<file path="src/rtl/alu_group_sequencer.sv">
`default_nettype none
// ============================================================================
// Module   : alu_group_sequencer
// Purpose  : Decoder and sequencer for the ALU instruction group (GPF=2'b11).
//            Latches the ALU instruction at DECODE. Drives register-file port
//            enables and addresses, ALU operand source selects and the flag
//            write enable across DECODE/EXECUTE/COMMIT. Multi-cycle ops hold
//            STALL high so the phase sequencer stays in EXECUTE.
// Ports    : CLK, RESETN (async, active low)
//            INSTRUCTION            - current instruction word
//            FETCH                  - reserved phase strobe, not used
//            DECODE/EXECUTE/COMMIT  - phase strobes
//            REGA_/REGB_CLKEN, REGA_/REGB_WEN, REGA_/REGB_ADDR
//                                   - register file port control
//            ALUX                   - latched ALU operation
//            ALU_A/B_SOURCEX        - ALU operand source selects
//            ALU_START              - one-cycle start for multi-cycle ops
//            STALL                  - hold the phase sequencer in EXECUTE
//            FLAGS_WEN              - flag register write enable
// Revision : 1.0 - initial release
// ============================================================================
module alu_group_sequencer #(
  parameter int          INSTR_W      = 16,
  parameter int          REG_AW       = 4,   // INSTR_W must equal 8+2*REG_AW
  parameter int          MULTI_CYCLES = 4,
  parameter logic [15:0] MULTI_MASK   = 16'h1000,
  parameter logic [15:0] NOWB_MASK    = 16'h0800,
  parameter logic [15:0] WRB_MASK     = 16'h0000
) (
  input  logic               CLK,
  input  logic               RESETN,
  input  logic [INSTR_W-1:0] INSTRUCTION,
  input  logic               FETCH,
  input  logic               DECODE,
  input  logic               EXECUTE,
  input  logic               COMMIT,
  output logic               REGA_CLKEN,
  output logic               REGB_CLKEN,
  output logic               REGA_WEN,
  output logic               REGB_WEN,
  output logic [REG_AW-1:0]  REGA_ADDR,
  output logic [REG_AW-1:0]  REGB_ADDR,
  output logic [3:0]         ALUX,
  output logic [1:0]         ALU_A_SOURCEX,
  output logic [1:0]         ALU_B_SOURCEX,
  output logic               ALU_START,
  output logic               STALL,
  output logic               FLAGS_WEN
);

  localparam int c_CNT_W = $clog2(MULTI_CYCLES + 1);

  // Operand source encodings shared with the control multiplexer.
  localparam logic [1:0] c_ASRC_REG_A  = 2'd0;
  localparam logic [1:0] c_ASRC_RB     = 2'd1;
  localparam logic [1:0] c_ASRC_RA     = 2'd2;
  localparam logic [1:0] c_BSRC_REG_B  = 2'd0;
  localparam logic [1:0] c_BSRC_ARG_U4 = 2'd1;
  localparam logic [1:0] c_BSRC_ARG_U8 = 2'd2;
  localparam logic [1:0] c_BSRC_U8_RB  = 2'd3;

  // ARGF addressing modes.
  localparam logic [1:0] c_MODE_REG_REG   = 2'd0;
  localparam logic [1:0] c_MODE_REG_U4    = 2'd1;
  localparam logic [1:0] c_MODE_REGB_U8   = 2'd2;
  localparam logic [1:0] c_MODE_REGA_U8RB = 2'd3;

  typedef enum logic [1:0] {
    S_IDLE  = 2'd0,
    S_READ  = 2'd1,
    S_WAIT  = 2'd2,
    S_WRITE = 2'd3
  } state_t;

  state_t             r_state, w_state_nxt;
  logic [c_CNT_W-1:0] r_cnt, w_cnt_nxt;

  logic              w_rega_clken_nxt, w_regb_clken_nxt;
  logic              w_rega_wen_nxt, w_regb_wen_nxt;
  logic [REG_AW-1:0] w_rega_addr_nxt, w_regb_addr_nxt;
  logic [3:0]        w_alux_nxt;
  logic [1:0]        w_asrc_nxt, w_bsrc_nxt;
  logic              w_start_nxt, w_stall_nxt, w_flags_wen_nxt;

  // Instruction fields.
  logic [1:0]        w_gpf, w_argf;
  logic [3:0]        w_aluf;
  logic [REG_AW-1:0] w_arga, w_argb;

  assign w_gpf  = INSTRUCTION[INSTR_W-1 -: 2];
  assign w_aluf = INSTRUCTION[INSTR_W-3 -: 4];
  assign w_argf = INSTRUCTION[INSTR_W-7 -: 2];
  assign w_arga = INSTRUCTION[2*REG_AW-1 -: REG_AW];
  assign w_argb = INSTRUCTION[REG_AW-1:0];

  // Write-back policy of the latched op. A NOWB/WRB conflict means no write.
  logic w_wr_a, w_wr_b, w_multi;
  assign w_wr_a  = ~NOWB_MASK[ALUX];
  assign w_wr_b  = WRB_MASK[ALUX] & ~NOWB_MASK[ALUX];
  assign w_multi = MULTI_MASK[ALUX];

  logic w_unused;
  assign w_unused = FETCH;

  always_comb begin
    w_state_nxt      = r_state;
    w_cnt_nxt        = r_cnt;
    w_rega_clken_nxt = REGA_CLKEN;
    w_regb_clken_nxt = REGB_CLKEN;
    w_rega_wen_nxt   = REGA_WEN;
    w_regb_wen_nxt   = REGB_WEN;
    w_rega_addr_nxt  = REGA_ADDR;
    w_regb_addr_nxt  = REGB_ADDR;
    w_alux_nxt       = ALUX;
    w_asrc_nxt       = ALU_A_SOURCEX;
    w_bsrc_nxt       = ALU_B_SOURCEX;
    w_start_nxt      = 1'b0;
    w_stall_nxt      = STALL;
    w_flags_wen_nxt  = FLAGS_WEN;

    case (r_state)
      S_IDLE: begin
        if (DECODE && (w_gpf == 2'b11)) begin
          w_state_nxt      = S_READ;
          w_alux_nxt       = w_aluf;
          w_rega_addr_nxt  = w_arga;
          w_regb_addr_nxt  = w_argb;
          w_rega_clken_nxt = 1'b1;
          w_regb_clken_nxt = 1'b0;
          w_rega_wen_nxt   = 1'b0;
          w_regb_wen_nxt   = 1'b0;
          w_flags_wen_nxt  = 1'b0;
          w_stall_nxt      = 1'b0;
          case (w_argf)
            c_MODE_REG_REG: begin
              w_asrc_nxt       = c_ASRC_REG_A;
              w_bsrc_nxt       = c_BSRC_REG_B;
              w_regb_clken_nxt = 1'b1;
            end
            c_MODE_REG_U4: begin
              w_asrc_nxt = c_ASRC_REG_A;
              w_bsrc_nxt = c_BSRC_ARG_U4;
            end
            c_MODE_REGB_U8: begin
              // Port A reads the ARGB register, which feeds the A operand.
              w_asrc_nxt      = c_ASRC_RB;
              w_bsrc_nxt      = c_BSRC_ARG_U8;
              w_rega_addr_nxt = w_argb;
            end
            default: begin
              w_asrc_nxt       = c_ASRC_RA;
              w_bsrc_nxt       = c_BSRC_U8_RB;
              w_regb_clken_nxt = 1'b1;
            end
          endcase
        end
      end

      S_READ: begin
        if (EXECUTE) begin
          if (w_multi) begin
            w_state_nxt      = S_WAIT;
            w_start_nxt      = 1'b1;
            w_stall_nxt      = 1'b1;
            w_cnt_nxt        = c_CNT_W'(MULTI_CYCLES - 1);
            w_rega_clken_nxt = 1'b0;
            w_regb_clken_nxt = 1'b0;
          end else begin
            w_state_nxt      = S_WRITE;
            w_rega_clken_nxt = w_wr_a;
            w_rega_wen_nxt   = w_wr_a;
            w_regb_clken_nxt = w_wr_b;
            w_regb_wen_nxt   = w_wr_b;
            w_flags_wen_nxt  = 1'b1;
          end
        end
      end

      S_WAIT: begin
        // STALL was raised with cnt=MULTI_CYCLES-1, so it stays high for
        // exactly MULTI_CYCLES cycles and the write enables rise as it falls.
        if (r_cnt != '0) begin
          w_cnt_nxt = r_cnt - c_CNT_W'(1);
        end else begin
          w_state_nxt      = S_WRITE;
          w_stall_nxt      = 1'b0;
          w_rega_clken_nxt = w_wr_a;
          w_rega_wen_nxt   = w_wr_a;
          w_regb_clken_nxt = w_wr_b;
          w_regb_wen_nxt   = w_wr_b;
          w_flags_wen_nxt  = 1'b1;
        end
      end

      default: begin  // S_WRITE
        if (COMMIT) begin
          w_state_nxt      = S_IDLE;
          w_rega_clken_nxt = 1'b0;
          w_regb_clken_nxt = 1'b0;
          w_rega_wen_nxt   = 1'b0;
          w_regb_wen_nxt   = 1'b0;
          w_flags_wen_nxt  = 1'b0;
        end
      end
    endcase
  end

  always_ff @(posedge CLK or negedge RESETN) begin
    if (!RESETN) begin
      r_state       <= S_IDLE;
      r_cnt         <= '0;
      REGA_CLKEN    <= 1'b0;
      REGB_CLKEN    <= 1'b0;
      REGA_WEN      <= 1'b0;
      REGB_WEN      <= 1'b0;
      REGA_ADDR     <= '0;
      REGB_ADDR     <= '0;
      ALUX          <= 4'd0;
      ALU_A_SOURCEX <= c_ASRC_REG_A;
      ALU_B_SOURCEX <= c_BSRC_REG_B;
      ALU_START     <= 1'b0;
      STALL         <= 1'b0;
      FLAGS_WEN     <= 1'b0;
    end else begin
      r_state       <= w_state_nxt;
      r_cnt         <= w_cnt_nxt;
      REGA_CLKEN    <= w_rega_clken_nxt;
      REGB_CLKEN    <= w_regb_clken_nxt;
      REGA_WEN      <= w_rega_wen_nxt;
      REGB_WEN      <= w_regb_wen_nxt;
      REGA_ADDR     <= w_rega_addr_nxt;
      REGB_ADDR     <= w_regb_addr_nxt;
      ALUX          <= w_alux_nxt;
      ALU_A_SOURCEX <= w_asrc_nxt;
      ALU_B_SOURCEX <= w_bsrc_nxt;
      ALU_START     <= w_start_nxt;
      STALL         <= w_stall_nxt;
      FLAGS_WEN     <= w_flags_wen_nxt;
    end
  end

endmodule
`default_nettype wire

</file>
<file path="config.mk">
export PLATFORM = sky130hd
export DESIGN_NAME = alu_group_sequencer
export DESIGN_NICKNAME = d
export VERILOG_FILES = /design/src/rtl/alu_group_sequencer.sv
export SDC_FILE = /design/constraint.sdc
export NUM_CORES = 1
export LEC_CHECK = 0
export BUFFER_PORTS_ARGS = -buffer_cell sky130_fd_sc_hd__buf_2
export CELL_PAD_IN_SITES_DETAIL_PLACEMENT = 0
export CELL_PAD_IN_SITES_GLOBAL_PLACEMENT = 2
export CORE_MARGIN = 5
export CORE_UTILIZATION = 33
export CTS_CLUSTER_DIAMETER = 60
export CTS_CLUSTER_SIZE = 20
export DETAILED_ROUTE_END_ITERATION = 10
export GPL_ROUTABILITY_DRIVEN = 0
export PLACE_DENSITY = 0.95
export SLEW_MARGIN = 15
export SYNTH_ARGS = -nofsm -noshare
export SYNTH_HDL_FRONTEND = slang
export SYNTH_SLANG_ARGS = --single-unit
export TNS_END_PERCENT = 1
</file>
<file path="constraint.sdc">
create_clock -name CLK -period 2.8 [get_ports CLK]
set_input_delay 0.28 -clock CLK [delete_from_list [all_inputs] [get_ports CLK]]
set_output_delay 0.28 -clock CLK [all_outputs]
set_load 0.1 [all_outputs]
</file>
== Word level (Yosys, flattened, before mapping) ==
Memories as Yosys holds them, arrays and structs flattened.
Index checks and enable logic that the tools add are counted.
Word-level totals
  flip-flop bits (word level): 28
  ROM bits: 48
  input port bits: 22
  logic and storage cells: 92
  memories kept: 3
Cells by class
  add/sub/neg operators: 1
  magnitude comparators: 1
  eq/ne operators: 11
  multiplexer cells: 46
  bitwise gates (word level): 2
  reductions and logical operators: 14
Memories
  (no name shown): words 16, width 1, rd ports 1, clocked after memory_dff 0, wr ports 0, line 100  | assign w_multi = MULTI_MASK[ALUX];
  (no name shown): words 16, width 1, rd ports 1, clocked after memory_dff 0, wr ports 0, line 99  | assign w_wr_b = WRB_MASK[ALUX] & ~NOWB_MASK[ALUX];
  (no name shown): words 16, width 1, rd ports 1, clocked after memory_dff 0, wr ports 0, line 99
Operators with widths (count)
  two-way mux 1 bit: 28
  one-hot mux 1 bit (3 select lines): 6
  inequality test 2 bit (second input constant): 6
  one-hot mux 2 bit (3 select lines): 2
  AND reduction 5 bit: 2
  two-way mux 3 bit: 3
  two-way mux 2 bit: 4
  AND reduction 4 bit: 2
  equality test 2 bit (second input constant): 3
  one-hot mux 3 bit (2 select lines): 1
  nonzero test 3 bit: 2
  less-than comparator 4 x 5 -> 1 bit (second input constant): 1
  equality test 2 x 1 -> 1 bit (second input constant): 2
  zero test 2 bit: 2
  two-way mux 4 bit: 1
  one-hot mux 2 bit (2 select lines): 1
  nonzero test 4 bit: 1
  OR reduction 2 bit: 2
  subtractor 3 x 1 -> 3 bit (second input constant): 1
  AND reduction 2 bit: 1
  nonzero test 2 bit: 1
  AND 1 bit: 1
  logical AND 1 bit: 1
  inverter 1 bit: 1

== Depth between registers and ports, before layout ==
  word-level depth: 7
  depth in mapped cells: 7
  gate-level depth less buffers: 7

== Least setup slack after synthesis ==
No wires, ideal clock.
  kind: register to register
  start: register ALUX[2]
  end: register FLAGS_WEN
  arrival time: 1.804 ns
  required time: 2.672 ns
  setup slack: 0.868 ns
  cell stages (with the launch flop): 5
  buffers on the path: 0
  path through: dfrtp_1 -> and4bb_2 -> nand2_1 -> nand4_2 -> mux2_1
Between the ends
  longest elaborated chain between the ends: 4
RTL lines
  start: declaration: line 43  | output logic [3:0] ALUX,
  start signal: assignment: line 233  | ALUX <= w_alux_nxt;
  memory (16 x 1 bit)
  two-way mux 1 bit (not written as such): line 100
  inequality test 2 bit (no line)
  AND reduction 5 bit (no line)
  end signal: assignment: line 238  | FLAGS_WEN <= w_flags_wen_nxt;
  end: declaration: line 48  | output logic FLAGS_WEN
No other way between the ends. The select of a mux whose other input is x is not followed.
A chain may end at the register's enable or synchronous reset.

== Worst setup path after layout ==
  start: register r_state[0]
  end: register ALUX[0]
Between the ends
  longest elaborated chain between the ends: 2
RTL lines
  start: declaration: line 75  | state_t r_state, w_state_nxt;
  start signal: assignment: line 225  | r_state <= w_state_nxt;
  zero test 2 bit: line 121  | case (r_state)
  AND reduction 2 bit (no line)
No other way between the ends.

==> impl_metrics.tcl <==
set metrics [dict create \
    status "completed" \
    antenna_cells 0 \
    fmax_ghz 0.499 \
    cts_tree "yes" \
    synthCells 124 \
    grt_max_degree 28 \
    drt_iter0_drc 29 \
    post-route-period-util_pct 71.5 \
    initial_core_util_pct 34.4 \
    gr-usage-all-layers_pct 11.9 \
    path_cells "inv_1, ha_1, nand4_1, buf_4, mux2_2" \
    synth_edf_count 0 \
    drive_gt1_share_pct 37.3 \
    ys_seq_elements 27 \
    crit_fanout 12 \
    ys_types 36 \
    cp.required_ps 2960 \
    post_cts.repair.setup_buffers 0 \
    drtAntennaViolNets 0 \
    io_buffers 42 \
    dr.pass1.iters 4 \
    clock_path_buffers 2 \
    synth_top_flop_cell "dfrtp_1" \
    via_per_inst 4.80 \
    syn_nets 155 \
    drv_slew 0 \
    syn-mean-instance-area_um2 11.2 \
    synth_top_area_cell "dfrtp_1" \
    setup_viol 0 \
    post-route-min-period_ps 2000 \
    antenna_found_initial 0 \
    drt_wl_total_um 2980 \
    clock_skew_ps 1.50 \
    avgRoutedWirePerCell_um 13.8 \
    nets 198 \
    startpoint "r_state[0]$_DFFE_PN0P_" \
    cts.repair.resized 0 \
    cp.arrival_ps 2160 \
    grt_pass1_vias 1171 \
    hpwlAfterDp_um 2430 \
    die_x_um 75.0 \
    crit_type "reg2reg" \
    reg2reg_setup_slack_ps 800 \
    clkTransAtPathRegs_ps 90 \
    clock_tree.root_cell "clkbuf_8" \
    rsz0062_at_grt "no" \
    grt-ovfl-total 0 \
    numCtsBuffers 3 \
    hold_viol 0 \
    dieArea_mm2 0.00562 \
    synth.area.top_cells "dfrtp_1, ha_1, mux2_2" \
    holdBufCountCts 0 \
    slew_headroom_pct 60.1 \
    cts.sinks 27 \
    core_mm2 0.00406 \
    async_flop_share_pct 100 \
    hp-class "in2async" \
    ys_warn_count 0 \
    worst_pin_slew_ps 598 \
    die_h_um 75.0 \
    syn2layout_area_growth_pct 21.1 \
    synth_area_mm2 0.00139 \
    ioPinCount 45 \
    route.vias.total 1037 \
    grt_pass1_wl_um 5130 \
    num_rows 23 \
    drcViolationCount 0 \
    layout.cells.most_common "buf_2" \
    nFillCells 389 \
    layout_common_cells "buf_2, dfrtp_1, inv_1, nand2_1, mux2_2" \
    worstSkewPairLatency_ps 270 \
    synth_seq_area_share_pct 48.5 \
    critPathMaxStageDelay_ps 430 \
    worst_path_max_delay_cell "dfrtp_1" \
    synth_top_area_share_pct 48.5 \
    fin_setup_tns_ps 0 \
    r2r_start "r_state[0]$_DFFE_PN0P_" \
    end_kind "flop" \
    ctsHtreeMaxLevel 1 \
    maxCapViolations 0 \
    start_kind "flop" \
]
==> layer usage <==
layer | part of all wire [%] | vias to the layer above | GRT usage, %
met5 | 0 | - | 0
met4 | 0.57 | 0 | 2.96
met1 | 42 | 496 | 13.6
li1 | - | 509 | -
met3 | 6.5 | 2 | 3.74
met2 | 51 | 30 | 21.4
==> worst max-delay path: cells and delay by family (launching register included) <==
family                     cells  cell delay, ps
adders and majority gates      1             320
buffers and inverters          2             440
DFF                            1             430
muxes                          1             280
and+or+nand+nor                1             430
==> cell families (layout without fill, tap and decap cells) <==
family | after synthesis | count (layout) | share of synthesized area (%)
muxes | 21 | 21 | 16.2
adders and majority gates | 9 | 9 | 8.08
AOI/OAI and AO/OA | 23 | 23 | 10.3
and+or+nand+nor | 27 | 27 | 11.4
DFF | 27 | 27 | 48.5
buffers and inverters | 16 | 58 | 5.21
other | 1 | 1 | 0.269
==> cell type report <==
class	instances	area, um2	area share [%]
Sequential cell	27	676	40.0
Multi-Input combinational cell	81	646	38.3
Timing Repair Buffer	43	218	12.9
Tap cell	50	62.6	3.71
Clock buffer	4	45.0	2.67
Inverter	11	41.3	2.45
==> state kept, by name (all words and copies together) (netlist names) <==
register and count:
ALU_A_SOURCEX 2, r_cnt 3, FLAGS_WEN 1, REGB_CLKEN 1, REGA_WEN 1, ALUX 4
ALU_B_SOURCEX 2, STALL 1, ALU_START 1, REGA_ADDR 4, r_state 2, REGA_CLKEN 1
REGB_ADDR 4
==> stage by stage <==
stage	instances	utilization, %	setup slack, ps	hold slack (ps)	area, um2
2_1_floorplan	124	-	868	-15.6	1390
3_3_place_gp	212	40.5	860	318	1640
3_5_place_dp	212	40.5	787	328	1640
4_1_cts	216	41.6	772	28.3	1690
5_1_grt	216	41.6	607	55.5	1690
6_report	216	41.6	797	4.28	1690
==> path summary, 6_finish.rpt <==
check | endpoint | cells after the start
min in group CLK | ALUX[1]$_DFFE_PN0P_ | 2
min reg2reg | ALU_B_SOURCEX[0]$_DFFE_PN0P_ | 2
max reg2reg | ALUX[0]$_DFFE_PN0P_ | 5
max in group asynchronous | REGA_WEN$_DFFE_PN0P_ | 1
max | ALUX[0]$_DFFE_PN0P_ | 5
min | r_cnt[1]$_DFFE_PN0P_ | 1
==> cells in the mapped netlist, drive strengths merged (2+ instances only) <==
cell type	n
dfrtp	27
nand2	10
ha	9
o21ai	8
nor2	6
a21oi	6
a21o	2
mux2i	8
nand4	2
mux2	13
buf	4
nand3	2
inv	11
Power is left out: the tool's default activity adds up to more than one toggle a clock period on the data nets, which glitch-free logic cannot reach.
